$ cat config.mk
export PLATFORM = sky130hd
export DESIGN_NAME = fifo_burst_reader_flat
export DESIGN_NICKNAME = d
export VERILOG_FILES = /design/src/rtl/fifo_burst_reader_if.sv /design/src/rtl/fifo_burst_reader.sv /design/src/flat_wrapper.sv
export SDC_FILE = /design/constraint.sdc
export NUM_CORES = 1
export LEC_CHECK = 0
export ABC_AREA = 0
export BUFFER_PORTS_ARGS = -buffer_cell sky130_fd_sc_hd__buf_2
export CORE_MARGIN = 10
export CORE_UTILIZATION = 35
export DETAILED_ROUTE_END_ITERATION = 10
export SETUP_SLACK_MARGIN = 0.1
export SKIP_CTS_REPAIR_TIMING = 1
export SYNTH_ARGS = -nofsm -noshare
export SYNTH_HDL_FRONTEND = slang
export SYNTH_SLANG_ARGS = --single-unit
export TNS_END_PERCENT = 30
$ cat constraint.sdc
create_clock -name clk -period 2.9 [get_ports clk]
set_input_delay 0.435 -clock clk [delete_from_list [all_inputs] [get_ports clk]]
set_output_delay 0.435 -clock clk [all_outputs]
set_load 0.005 [all_outputs]
$ cat src/rtl/fifo_burst_reader_if.sv
// FIFO read port plus downstream valid/ready stream of the burst reader.
// The master side is the reader, and the slave side is the FIFO and the consumer.
interface fifo_burst_reader_if #(
   parameter int DATA_W = 8,
   parameter int CNT_W  = 8
);
   logic              fifo_rd_en;
   logic [DATA_W-1:0] fifo_dout;
   logic              fifo_empty;
   logic [CNT_W-1:0]  fifo_count;
   logic [DATA_W-1:0] m_data;
   logic              m_valid;
   logic              m_ready;
   logic              m_last;

   modport master (
      output fifo_rd_en,
      input  fifo_dout, fifo_empty, fifo_count,
      output m_data, m_valid, m_last,
      input  m_ready
   );

   modport slave (
      input  fifo_rd_en,
      output fifo_dout, fifo_empty, fifo_count,
      input  m_data, m_valid, m_last,
      output m_ready
   );
endinterface

$ cat src/rtl/fifo_burst_reader.sv
// Burst read controller: pops FIFO bytes in bursts of up to BURST_LEN and streams them out.
// A 3-entry skid buffer absorbs the FIFO's one-cycle read latency, and its head drives the stream.
module fifo_burst_reader #(
   parameter int DATA_W    = 8,
   parameter int CNT_W     = 8,
   parameter int BURST_LEN = 4,
   parameter int TIMEOUT   = 16
) (
   input  logic                clk,
   input  logic                rst,
   input  logic                enable,
   fifo_burst_reader_if.master bus,
   output logic [15:0]         bursts_done
);
   localparam int BL_W  = $clog2(BURST_LEN + 1);
   localparam int TMR_W = $clog2(TIMEOUT + 1);

   typedef enum logic {IDLE, DRAIN} state_e;

   state_e            state_q, state_d;
   logic [TMR_W-1:0]  timer_q, timer_d;
   logic [BL_W-1:0]   blen_q, blen_d;
   logic [BL_W-1:0]   issued_q, issued_d;
   logic [BL_W-1:0]   sent_q, sent_d;
   logic [1:0]        occ_q, occ_d;
   logic              inflight_q, inflight_d;
   logic [DATA_W-1:0] buf_q [3];
   logic [DATA_W-1:0] buf_d [3];
   logic [15:0]       bursts_q, bursts_d;

   logic rd_en;
   logic xfer;
   logic last_byte;
   logic full_ready;

   always_ff @(posedge clk) begin
      if (rst) begin
         state_q    <= IDLE;
         timer_q    <= '0;
         blen_q     <= '0;
         issued_q   <= '0;
         sent_q     <= '0;
         occ_q      <= '0;
         inflight_q <= 1'b0;
         buf_q      <= '{default: '0};
         bursts_q   <= '0;
      end else begin
         state_q    <= state_d;
         timer_q    <= timer_d;
         blen_q     <= blen_d;
         issued_q   <= issued_d;
         sent_q     <= sent_d;
         occ_q      <= occ_d;
         inflight_q <= inflight_d;
         buf_q      <= buf_d;
         bursts_q   <= bursts_d;
      end
   end

   always_comb begin
      state_d    = state_q;
      timer_d    = timer_q;
      blen_d     = blen_q;
      issued_d   = issued_q;
      sent_d     = sent_q;
      occ_d      = occ_q;
      buf_d      = buf_q;
      bursts_d   = bursts_q;
      rd_en      = 1'b0;
      xfer       = (occ_q != 2'd0) && bus.m_ready;
      last_byte  = (sent_q == blen_q - BL_W'(1));
      full_ready = (bus.fifo_count >= CNT_W'(BURST_LEN));

      unique case (state_q)
         IDLE: begin
            if (bus.fifo_count == '0 || full_ready) begin
               timer_d = '0;
            end else if (enable) begin
               timer_d = timer_q + TMR_W'(1);
            end
            if (enable && (full_ready ||
                (bus.fifo_count != '0 && timer_q == TMR_W'(TIMEOUT - 1)))) begin
               state_d  = DRAIN;
               blen_d   = full_ready ? BL_W'(BURST_LEN) : BL_W'(bus.fifo_count);
               issued_d = '0;
               sent_d   = '0;
               timer_d  = '0;
            end
         end
         DRAIN: begin
            // Reserve a skid slot for every byte held or still coming back from the FIFO.
            rd_en = (issued_q < blen_q) && !bus.fifo_empty &&
                    (({1'b0, occ_q} + {2'b00, inflight_q}) < 3'd3);
            if (rd_en) begin
               issued_d = issued_q + BL_W'(1);
            end
            if (xfer) begin
               if (last_byte) begin
                  sent_d   = '0;
                  bursts_d = bursts_q + 16'd1;
                  state_d  = IDLE;
               end else begin
                  sent_d = sent_q + BL_W'(1);
               end
            end
         end
         default: state_d = IDLE;
      endcase

      inflight_d = rd_en;

      // Pop shifts the queue down first, so the returning byte lands just past the survivors.
      if (xfer) begin
         buf_d[0] = buf_q[1];
         buf_d[1] = buf_q[2];
         occ_d    = occ_q - 2'd1;
      end
      if (inflight_q) begin
         for (int unsigned i = 0; i < 3; i++) begin
            if (i == 32'(occ_d)) begin
               buf_d[i] = bus.fifo_dout;
            end
         end
         occ_d = occ_d + 2'd1;
      end
   end

   assign bus.fifo_rd_en = rd_en;
   assign bus.m_data     = buf_q[0];
   assign bus.m_valid    = (occ_q != 2'd0);
   assign bus.m_last     = (state_q == DRAIN) && (occ_q != 2'd0) && last_byte;
   assign bursts_done    = bursts_q;
endmodule

$ cat src/flat_wrapper.sv
// flat-port wrapper written by rule: the top's interface ports become plain ports
module fifo_burst_reader_flat 
#(
   parameter int DATA_W    = 8,
   parameter int CNT_W     = 8,
   parameter int BURST_LEN = 4,
   parameter int TIMEOUT   = 16
)
  (clk, rst, enable, bursts_done, bus_fifo_rd_en, bus_fifo_dout, bus_fifo_empty, bus_fifo_count, bus_m_data, bus_m_valid, bus_m_last, bus_m_ready);
  fifo_burst_reader_if #(.DATA_W(DATA_W), .CNT_W(CNT_W)) bus_i ();
  input  logic clk;
  input  logic rst;
  input  logic enable;
  output logic [15:0] bursts_done;
  output wire logic [$bits(bus_i.fifo_rd_en)-1:0] bus_fifo_rd_en;
  input wire logic [$bits(bus_i.fifo_dout)-1:0] bus_fifo_dout;
  input wire logic [$bits(bus_i.fifo_empty)-1:0] bus_fifo_empty;
  input wire logic [$bits(bus_i.fifo_count)-1:0] bus_fifo_count;
  output wire logic [$bits(bus_i.m_data)-1:0] bus_m_data;
  output wire logic [$bits(bus_i.m_valid)-1:0] bus_m_valid;
  output wire logic [$bits(bus_i.m_last)-1:0] bus_m_last;
  input wire logic [$bits(bus_i.m_ready)-1:0] bus_m_ready;
  assign bus_fifo_rd_en = bus_i.fifo_rd_en;
  assign bus_i.fifo_dout = bus_fifo_dout;
  assign bus_i.fifo_empty = bus_fifo_empty;
  assign bus_i.fifo_count = bus_fifo_count;
  assign bus_m_data = bus_i.m_data;
  assign bus_m_valid = bus_i.m_valid;
  assign bus_m_last = bus_i.m_last;
  assign bus_i.m_ready = bus_m_ready;
  fifo_burst_reader #(.DATA_W(DATA_W), .CNT_W(CNT_W), .BURST_LEN(BURST_LEN), .TIMEOUT(TIMEOUT)) u_core (.clk(clk), .rst(rst), .enable(enable), .bus(bus_i), .bursts_done(bursts_done));
endmodule
==> results of run 1 <==
[sequential cells by signal, summed over array words and instances (netlist names)]
register / flops
u_core.buf_q: 16
u_core.bursts_done: 16
u_core.bus.m_data: 8
u_core.timer_q: 5
u_core.blen_q: 3
u_core.issued_q: 3
u_core.sent_q: 3
u_core.occ_q: 2
u_core.inflight_q: 1
u_core.state_q: 1
[cells by family after synthesis]
kind of cell,Yosys count,share of synthesized area [%]
adder cells (fa/ha/maj),14,6.159
AO/OA/AOI/OAI,62,13.29
multiplexers,19,6.731
XOR/XNOR,14,4.883
buffers and inverters,39,6.203
AND/OR/NAND/NOR,121,21.91
flip-flops,58,40.83
[final cells by class]
class	instances	area share (%)
Timing Repair Buffer	51	7.849
Tap cell	102	3.776
Inverter	18	1.999
Multi-Input combinational cell	230	44.58
Sequential cell	58	34.36
Clock inverter	5	2.962
Clock buffer	11	4.480
[layer usage]
layer | share of wire [%] | routed length (um) | up-vias
li1 | - | - | 1232
met1 | 47 | 2965 | 1066
met2 | 47 | 2978 | 36
met3 | 4.9 | 308 | 7
met4 | 1.3 | 83 | 0
met5 | 0 | 0 | -
[stage by stage]
stage	std cells	power (mW)	utilization, %
finish	475	2.023	43.29
CTS	475	2.052	43.29
global placement	459	1.106	40.06
detailed placement	459	1.109	40.06
floorplan	327	1.038	-
global route	475	2.125	43.29
[worst min-delay path: stages]
cell and delay (ns):
buf_2 0.11, nand3_1 0.06, a21oi_1 0.05
[power by group through the flow]
stage                     combinational, mW  clock (mW)  sequential [mW]
after global placement                0.262           0            0.844
after global routing                  0.299       0.996            0.830
after CTS                             0.265       0.959            0.827
after floorplan                       0.197           0            0.841
final                                 0.261       0.934            0.827
after detailed placement              0.264           0            0.845
[worst max-delay path by stage]
stage | start | end | slack, ns | cells after the start
floorplan | u_core.occ_q[0] | u_core.bus.m_data[6] | 0.55 | 11
global placement | u_core.blen_q[0] | u_core.bursts_done[9] | 0.55 | 7
detailed placement | u_core.blen_q[0] | u_core.bursts_done[10] | 0.55 | 7
CTS | u_core.inflight_q | bus_fifo_rd_en | 0.24 | 6
global route | u_core.inflight_q | bus_fifo_rd_en | 0.11 | 6
finish | u_core.inflight_q | bus_fifo_rd_en | 0.26 | 6
[synthesized netlist by cell type (2+ instances only)]
master | n | area, um^2
mux2i_1 | 18 | 180.2
and2_1 | 4 | 25.02
nor3_1 | 3 | 15.01
ha_1 | 14 | 175.2
dfxtp_1 | 58 | 1161
inv_1 | 18 | 67.56
buf_4 | 8 | 60.06
xor2_1 | 5 | 43.79
or2_2 | 2 | 12.51
nand3b_1 | 2 | 15.01
buf_1 | 7 | 26.28
nand4_1 | 11 | 68.82
nand2b_1 | 4 | 25.02
nand2_1 | 22 | 82.58
a21oi_1 | 25 | 125.1
a211oi_1 | 17 | 127.6
clkbuf_1 | 6 | 22.52
xnor2_1 | 8 | 70.07
nand3_1 | 17 | 85.08
nor4_1 | 3 | 18.77
o21ai_0 | 11 | 55.05
o31ai_1 | 3 | 22.52
nor2_1 | 37 | 138.9
or4_1 | 4 | 30.03
a21o_1 | 2 | 15.01
or3_1 | 6 | 37.54
==> run summary, run 1 <==
Die area - 12130 um^2
Data required, critical path - 2.47 ns
Fin nets - 403
DRC viols - 0
Layout fillers - 802
Initial antenna violation count - 0
Critical path's top delay family - flip-flops
H-tree Lvls - 3
Hold_ws - 0.3663 ns
Critical Path Max Stage Delay - 0.46 ns
Slowest cell on the critical path - dfxtp_1
Post-DRT Antenna Nets - 0
Clock power share - 46.2%
Fmax - 0.3789 GHz
Multi-input gate area - 1506 um^2
VDD IR-drop max - 0.3561 mV
Yosys warning total - 0
Area grow syn2layout - 18.83%
Final min period - 2.639 ns
Met1 GRT Util - 12.62%
Flop2flop setup slack - 0.58 ns
Pleak - 1.420 nW
Antenna diode count - 0
Hold_sp - bus_fifo_dout[1]
CTS tree - done
Part of the power in combinational logic - 12.9%
Port-buffer cells - 47
Placement Cell Area - 3128 um^2
#FFs+latches synth - 58
WS Path Type - reg2out
GRT overflow - 0
DR vias - 2341
Syn_nets - 362
HPWL Detailed - 4.571 mm
CP dominant cell by count - ha_1
First-pass GRT wire length - 10.68 mm
PD cells - 598.5 nW/um^2
CP endpoint kind - output pin
Worst r2r path cells - 6
Root Buffer - clkbuf_8
Num CTS Buffers - 9
Post-synthesis instance total - 327
Hold path endpoint - u_core.buf_q[1]
Sequential Power Share - 40.9%
Status - finished, final reports clean
Core area - 7807 um^2
DR vias/cell - 4.928
Slew at the pin with the worst max-slew slack - 1.061 ns
Buf/Inv on CP - 2
Commonest non-fill, non-tap cell in the layout - dfxtp_1
Final worst slack - 0.2606 ns
Max Fanout on Critical Path - 14
Syn Area/Cell - 8.697 um^2
Final hold viol count - 0
Post-Route WL - 6.336 mm
Most frequent cells in the layout - 58 x dfxtp_1, 47 x buf_2, 37 x nor2_1
Critical R2R Capture - u_core.issued_q[2]
Clock Pin Slew Worst Setup and Hold Paths - 0.07 ns
Share of flip-flops with an asynchronous set or reset - 0%
DP Worst Slack - 0.5548 ns
Vias in the first global route - 2313
WL per Instance - 13.34 um
Die H - 110.1 um
Number of synthesized flops with an enable pin - 0
Met2 Track Usage GR - 17.78%
Period utilization - 91.01%
Sequential Area - 1161 um^2
Worst skew pair latency - 0.34 ns
Worst hold stages - 3
Fin area - 3379 um^2
CP arrival - 2.20 ns
Crit path launch type - register
Reg2reg start - u_core.inflight_q
Number of different library cells in the post-synthesis netlist - 38
Clk buf depth - 2
Horiz. Die Dim - 110.1 um
# setup viols final - 0
Register area share after synthesis - 40.83%
GR Util met3 - 4.585%
Clock sinks - 58
Share of layout cells above drive strength 1 - 19.84%
Rel. slew slack - 29.25%
# IOs - 48
DR pass1 iterations - 5
Initial Utilization - 36.43%
Largest net degree at the start of global routing - 59
Mapped Area - 2844 um^2
Internal power - 1.539 mW
Setup TNS - 0 ns
RSZ-0062 raised after global routing - false
Net Sw Frac - 23.92%
Global routing's busiest layer - met2
Core Rows - 32
Hold Path Class - in2reg
Tot GR Track Use - 11.02%
Ys flop type - dfxtp_1
Max-Cap Viols - 0
GPL Wtd Cong - 0.8135
Iter 0 DRT Violations - 64
Worst-path cell chain - ha_1 -> ha_1 -> or4_1 -> a221o_1 -> inv_1 -> buf_2
Skew final - 0.007880 ns
Psw - 483.9 uW
Final max-slew violation count - 0
Note: power is estimated with default switching activity, not from simulation.
==> run 2: changes to the inputs <==
--- a/config.mk
+++ b/config.mk
@@ -6,7 +6,7 @@
 export NUM_CORES = 1
 export LEC_CHECK = 0
 export ABC_AREA = 0
-export BUFFER_PORTS_ARGS = -buffer_cell sky130_fd_sc_hd__buf_2
+export BUFFER_PORTS_ARGS = -buffer_cell sky130_fd_sc_hd__clkbuf_2
 export CORE_MARGIN = 10
 export CORE_UTILIZATION = 35
 export DETAILED_ROUTE_END_ITERATION = 10
==> run summary, run 2 (synthesized netlist as in run 1, its figures left out) <==
Flop2flop setup slack - 0.56 ns
Largest net degree at the start of global routing - 34
Fin area - 3358 um^2
DR vias - 2374
Area grow syn2layout - 18.08%
Slew at the pin with the worst max-slew slack - 0.5379 ns
Post-Route WL - 6.264 mm
Max-Cap Viols - 0
WL per Instance - 13.19 um
Final min period - 2.643 ns
Pleak - 1.390 nW
Final non-filler cell total - 475
Worst skew pair latency - 0.35 ns
Tot GR Track Use - 11.07%
Clock sinks - 58
CP dominant cell by count - ha_1
Port-buffer cells - 47
Critical R2R Capture - u_core.bus.m_data[6]
First-pass GRT wire length - 10.79 mm
Status - finished, final reports clean
RSZ-0062 raised after global routing - false
Period utilization - 91.14%
Cell count after placement - 460
Most frequent cells in the layout - 58 x dfxtp_1, 47 x clkbuf_2, 37 x nor2_1
Die H - 110.1 um
VDD IR-drop max - 0.2336 mV
CTS tree - done
Horiz. Die Dim - 110.1 um
Fmax - 0.3783 GHz
PD cells - 571.3 nW/um^2
WS Path Type - reg2out
CP endpoint kind - output pin
GPL Wtd Cong - 0.7903
Commonest non-fill, non-tap cell in the layout - dfxtp_1
# setup viols final - 0
Num CTS Buffers - 9
Hold path endpoint - u_core.buf_q[1]
Hold Path Class - in2reg
Final max-slew violation count - 0
Antenna diode count - 0
Initial Utilization - 36.43%
Setup TNS - 0 ns
Die area - 12130 um^2
Vias in the first global route - 2280
Clock Pin Slew Worst Setup and Hold Paths - 0.06 ns
Root Buffer - clkbuf_8
H-tree Lvls - 3
Post-DRT Antenna Nets - 0
Clk buf depth - 2
Skew final - 0.01089 ns
DR vias/cell - 4.998
HPWL Detailed - 4.556 mm
DR pass1 iterations - 4
Core area - 7807 um^2
Hold_sp - bus_fifo_dout[1]
Initial antenna violation count - 0
CP arrival - 2.21 ns
Sequential Area - 1161 um^2
Placement Cell Area - 3136 um^2
Max Fanout on Critical Path - 14
Critical path's top delay family - flip-flops
Slowest cell on the critical path - dfxtp_1
Worst hold stages - 3
Share of layout cells above drive strength 1 - 19.84%
Data required, critical path - 2.47 ns
Worst r2r path cells - 9
Critical Path Max Stage Delay - 0.46 ns
DRC viols - 0
GRT overflow - 0
# IOs - 48
Crit path launch type - register
Iter 0 DRT Violations - 101
Final hold viol count - 0
Total power - 1.919 mW
Worst-path cell chain - ha_1 -> ha_1 -> or4_1 -> a221o_1 -> inv_1 -> clkbuf_2
Buf/Inv on CP - 2
Core Rows - 32
Rel. slew slack - 64.14%
Layout fillers - 794
Fin nets - 404
Reg2reg start - u_core.occ_q[0]
Multi-input gate area - 1506 um^2
## run 2: cell count changes in the layout (fill, tap and decap cells not counted), sizes merged
cell	previous run	this run
bufinv	3	1
buf	51	5
clkinv	2	0
clkbuf	11	61
## run 2: stage by stage
stage	hold slack (ns)	util, %	worst slack (ns)
5_1_grt	0.3510	43.01	0.1240
4_1_cts	0.3479	43.01	0.2326
3_3_place_gp	0.4393	40.16	0.6229
2_1_floorplan	0.4250	-	0.5496
3_5_place_dp	0.4474	40.16	0.5597
6_report	0.3565	43.01	0.2569
## run 2: layout make-up
class | instances | share of cell area (%)
clock buffer | 14 | 5.738
tap | 102 | 3.800
sequential | 58 | 34.58
inverter | 18 | 2.012
timing repair buffer | 52 | 8.122
clock inverter | 1 | 0.8942
multi-input combinational | 230 | 44.86
## run 2: worst max-delay path by stage
stage	startpoint	end	slack (ns)	cells after the start
after floorplan	u_core.occ_q[0]	u_core.bus.m_data[6]	0.55	11
after global placement	u_core.inflight_q	bus_fifo_rd_en	0.62	6
after detailed placement	u_core.occ_q[0]	u_core.bus.m_data[2]	0.56	9
after CTS	u_core.inflight_q	bus_fifo_rd_en	0.23	6
after global routing	u_core.inflight_q	bus_fifo_rd_en	0.12	6
final	u_core.inflight_q	bus_fifo_rd_en	0.26	6
## run 2: routing by layer
| layer | vias to the layer above | share of wire (%) | GRT usage (%) |
|---|---|---|---|
| li1 | 1237 | - | - |
| met1 | 1084 | 48 | 13.52 |
| met2 | 42 | 46 | 17.06 |
| met3 | 11 | 5.1 | 4.469 |
| met4 | 0 | 1.5 | 4.404 |
| met5 | - | 0 | 0 |
## run 2: worst min-delay path: stages
cell and delay, ns:
clkbuf_2 0.10, nand3_1 0.06, a21oi_1 0.05
## run 2: power breakdown
part,total [mW],internal [mW],switching (mW)
clock,0.828,0.510,0.318
sequential,0.827,0.813,0.0142
combinational,0.263,0.112,0.151
total,1.92,1.43,0.484
==> run 3: changes to the inputs <==
--- a/config.mk
+++ b/config.mk
@@ -10,6 +10,7 @@
 export CORE_MARGIN = 10
 export CORE_UTILIZATION = 35
 export DETAILED_ROUTE_END_ITERATION = 10
+export GPL_TIMING_DRIVEN = 0
 export SETUP_SLACK_MARGIN = 0.1
 export SKIP_CTS_REPAIR_TIMING = 1
 export SYNTH_ARGS = -nofsm -noshare
==> run summary, run 3 (synthesized netlist as in run 1, its figures left out) <==
Finished Core Util - 43.75%
Port-buffer cells - 47
Placement Cell Area - 3207 um^2
Hold_sp - bus_fifo_dout[2]
Critical path's top delay family - simple AND/OR/NAND/NOR gates
WL per Instance - 14.15 um
Clock Pin Slew Worst Setup and Hold Paths - 0.07 ns
Clk buf depth - 2
Antenna diode count - 0
# setup viols final - 0
Worst Setup EP - u_core.bursts_done[9]
Num CTS Buffers - 9
Slew at the pin with the worst max-slew slack - 0.9097 ns
Data required, critical path - 3.16 ns
Critical R2R Capture - u_core.bursts_done[9]
Critical Path Max Stage Delay - 0.71 ns
Most frequent cells in the layout - 58 x dfxtp_1, 49 x clkbuf_2, 37 x nor2_1
Fmax - 0.3734 GHz
Commonest non-fill, non-tap cell in the layout - dfxtp_1
Crit path launch type - register
Tot GR Track Use - 11.61%
HPWL Detailed - 5.086 mm
Rel. slew slack - 38.80%
Initial antenna violation count - 0
Clock sinks - 58
VDD IR-drop max - 0.2549 mV
Pleak - 1.421 nW
Iter 0 DRT Violations - 62
GPL Wtd Cong - 0.7685
Worst skew pair latency - 0.33 ns
Post-Route WL - 6.948 mm
Post-DRT Antenna Nets - 0
Max-Cap Viols - 0
RSZ-0062 raised after global routing - true
Final max-slew violation count - 0
Buf/Inv on CP - 1
Final min period - 2.678 ns
H-tree Lvls - 3
DRC viols - 0
Root Buffer - clkbuf_8
Vias in the first global route - 2432
First-pass GRT wire length - 11.27 mm
Horiz. Die Dim - 110.1 um
Initial Utilization - 36.43%
GRT overflow - 0
Flop2flop setup slack - 0.22 ns
Fin area - 3416 um^2
Skew final - 0.009713 ns
Beginning of the critical path - u_core.blen_q[0]
Largest net degree at the start of global routing - 11
Hold Path Class - in2reg
Die area - 12130 um^2
Area grow syn2layout - 20.11%
Core area - 7807 um^2
Critical path depth - 7
Slowest cell on the critical path - nor4_4
Status - finished, final reports clean
Max Fanout on Critical Path - 10
DR vias - 2456
Core Rows - 32
Reg2reg start - u_core.blen_q[0]
Share of layout cells above drive strength 1 - 21.08%
Period utilization - 92.34%
PD cells - 543.3 nW/um^2
# IOs - 48
WS Path Type - reg2reg
CTS tree - done
CP endpoint kind - register
Fin nets - 420
Worst-path cell chain - inv_1 -> ha_1 -> xnor2_1 -> nor4_4 -> nand3_1 -> or3_1 -> a21oi_1
CP arrival - 2.94 ns
Worst r2r path cells - 7
DR pass1 iterations - 4
DR vias/cell - 5.002
Die H - 110.1 um
Final hold viol count - 0
run 3: changes by cell type in the layout (fill, tap and decap cells not counted), moves of 2 or more:
cell        delta
clkbuf_2       +2
clkbuf_1       +3
clkbuf_8       -4
buf_4          +3
buf_1          +7
clkinv_2       +2
clkinvlp_4     +2
run 3: layout make-up:
type / instances / area (um^2)
sequential: 58 / 1161
timing repair buffer: 47 / 235.2
buffer: 21 / 115.1
multi-input combinational: 230 / 1516
inverter: 18 / 67.56
tap: 102 / 127.6
clock buffer: 10 / 137.6
fill: 805 / 4392
clock inverter: 5 / 55.05
run 3: worst min-delay path by stage:
stage | end | slack (ns) | cells after the start
2_1_floorplan | u_core.timer_q[4] | 0.43 | 2
3_3_place_gp | u_core.timer_q[4] | 0.44 | 2
3_5_place_dp | u_core.timer_q[4] | 0.44 | 2
4_1_cts | u_core.buf_q[0] | 0.36 | 3
5_1_grt | u_core.buf_q[0] | 0.37 | 3
6_report | u_core.buf_q[2] | 0.37 | 3
run 3: worst min-delay path, stage by stage:
cell and delay, ns:
clkbuf_2 0.10, nand3_1 0.07, a21oi_1 0.05
run 3: routing by layer:
metal  global-route usage [%]  wire (um)  up-vias
met1                    14.10       3329     1153
met4                    3.761         71        0
met5                        0          0        -
li1                         -          -     1267
met2                    19.05       3223       30
met3                    3.772        323        6
run 3: power breakdown:
group / switching (mW) / internal [mW]
sequential: 0.0154 / 0.813
combinational: 0.170 / 0.119
clock: 0.326 / 0.412
total: 0.511 / 1.34
run 3: metrics by stage:
| stage | std cells | hold WS (ns) | TNS, ns | power, mW | worst slack (ns) |
|---|---|---|---|---|---|
| after floorplan | 327 | 0.4250 | 0 | 1.038 | 0.5496 |
| after global placement | 476 | 0.4368 | -0.04399 | 1.117 | -0.02593 |
| after detailed placement | 476 | 0.4438 | -0.1023 | 1.124 | -0.06200 |
| after CTS | 491 | 0.3578 | -0.1411 | 1.862 | -0.08525 |
| after global routing | 491 | 0.3689 | 0 | 1.943 | 0.04448 |
| final | 491 | 0.3695 | 0 | 1.856 | 0.2221 |
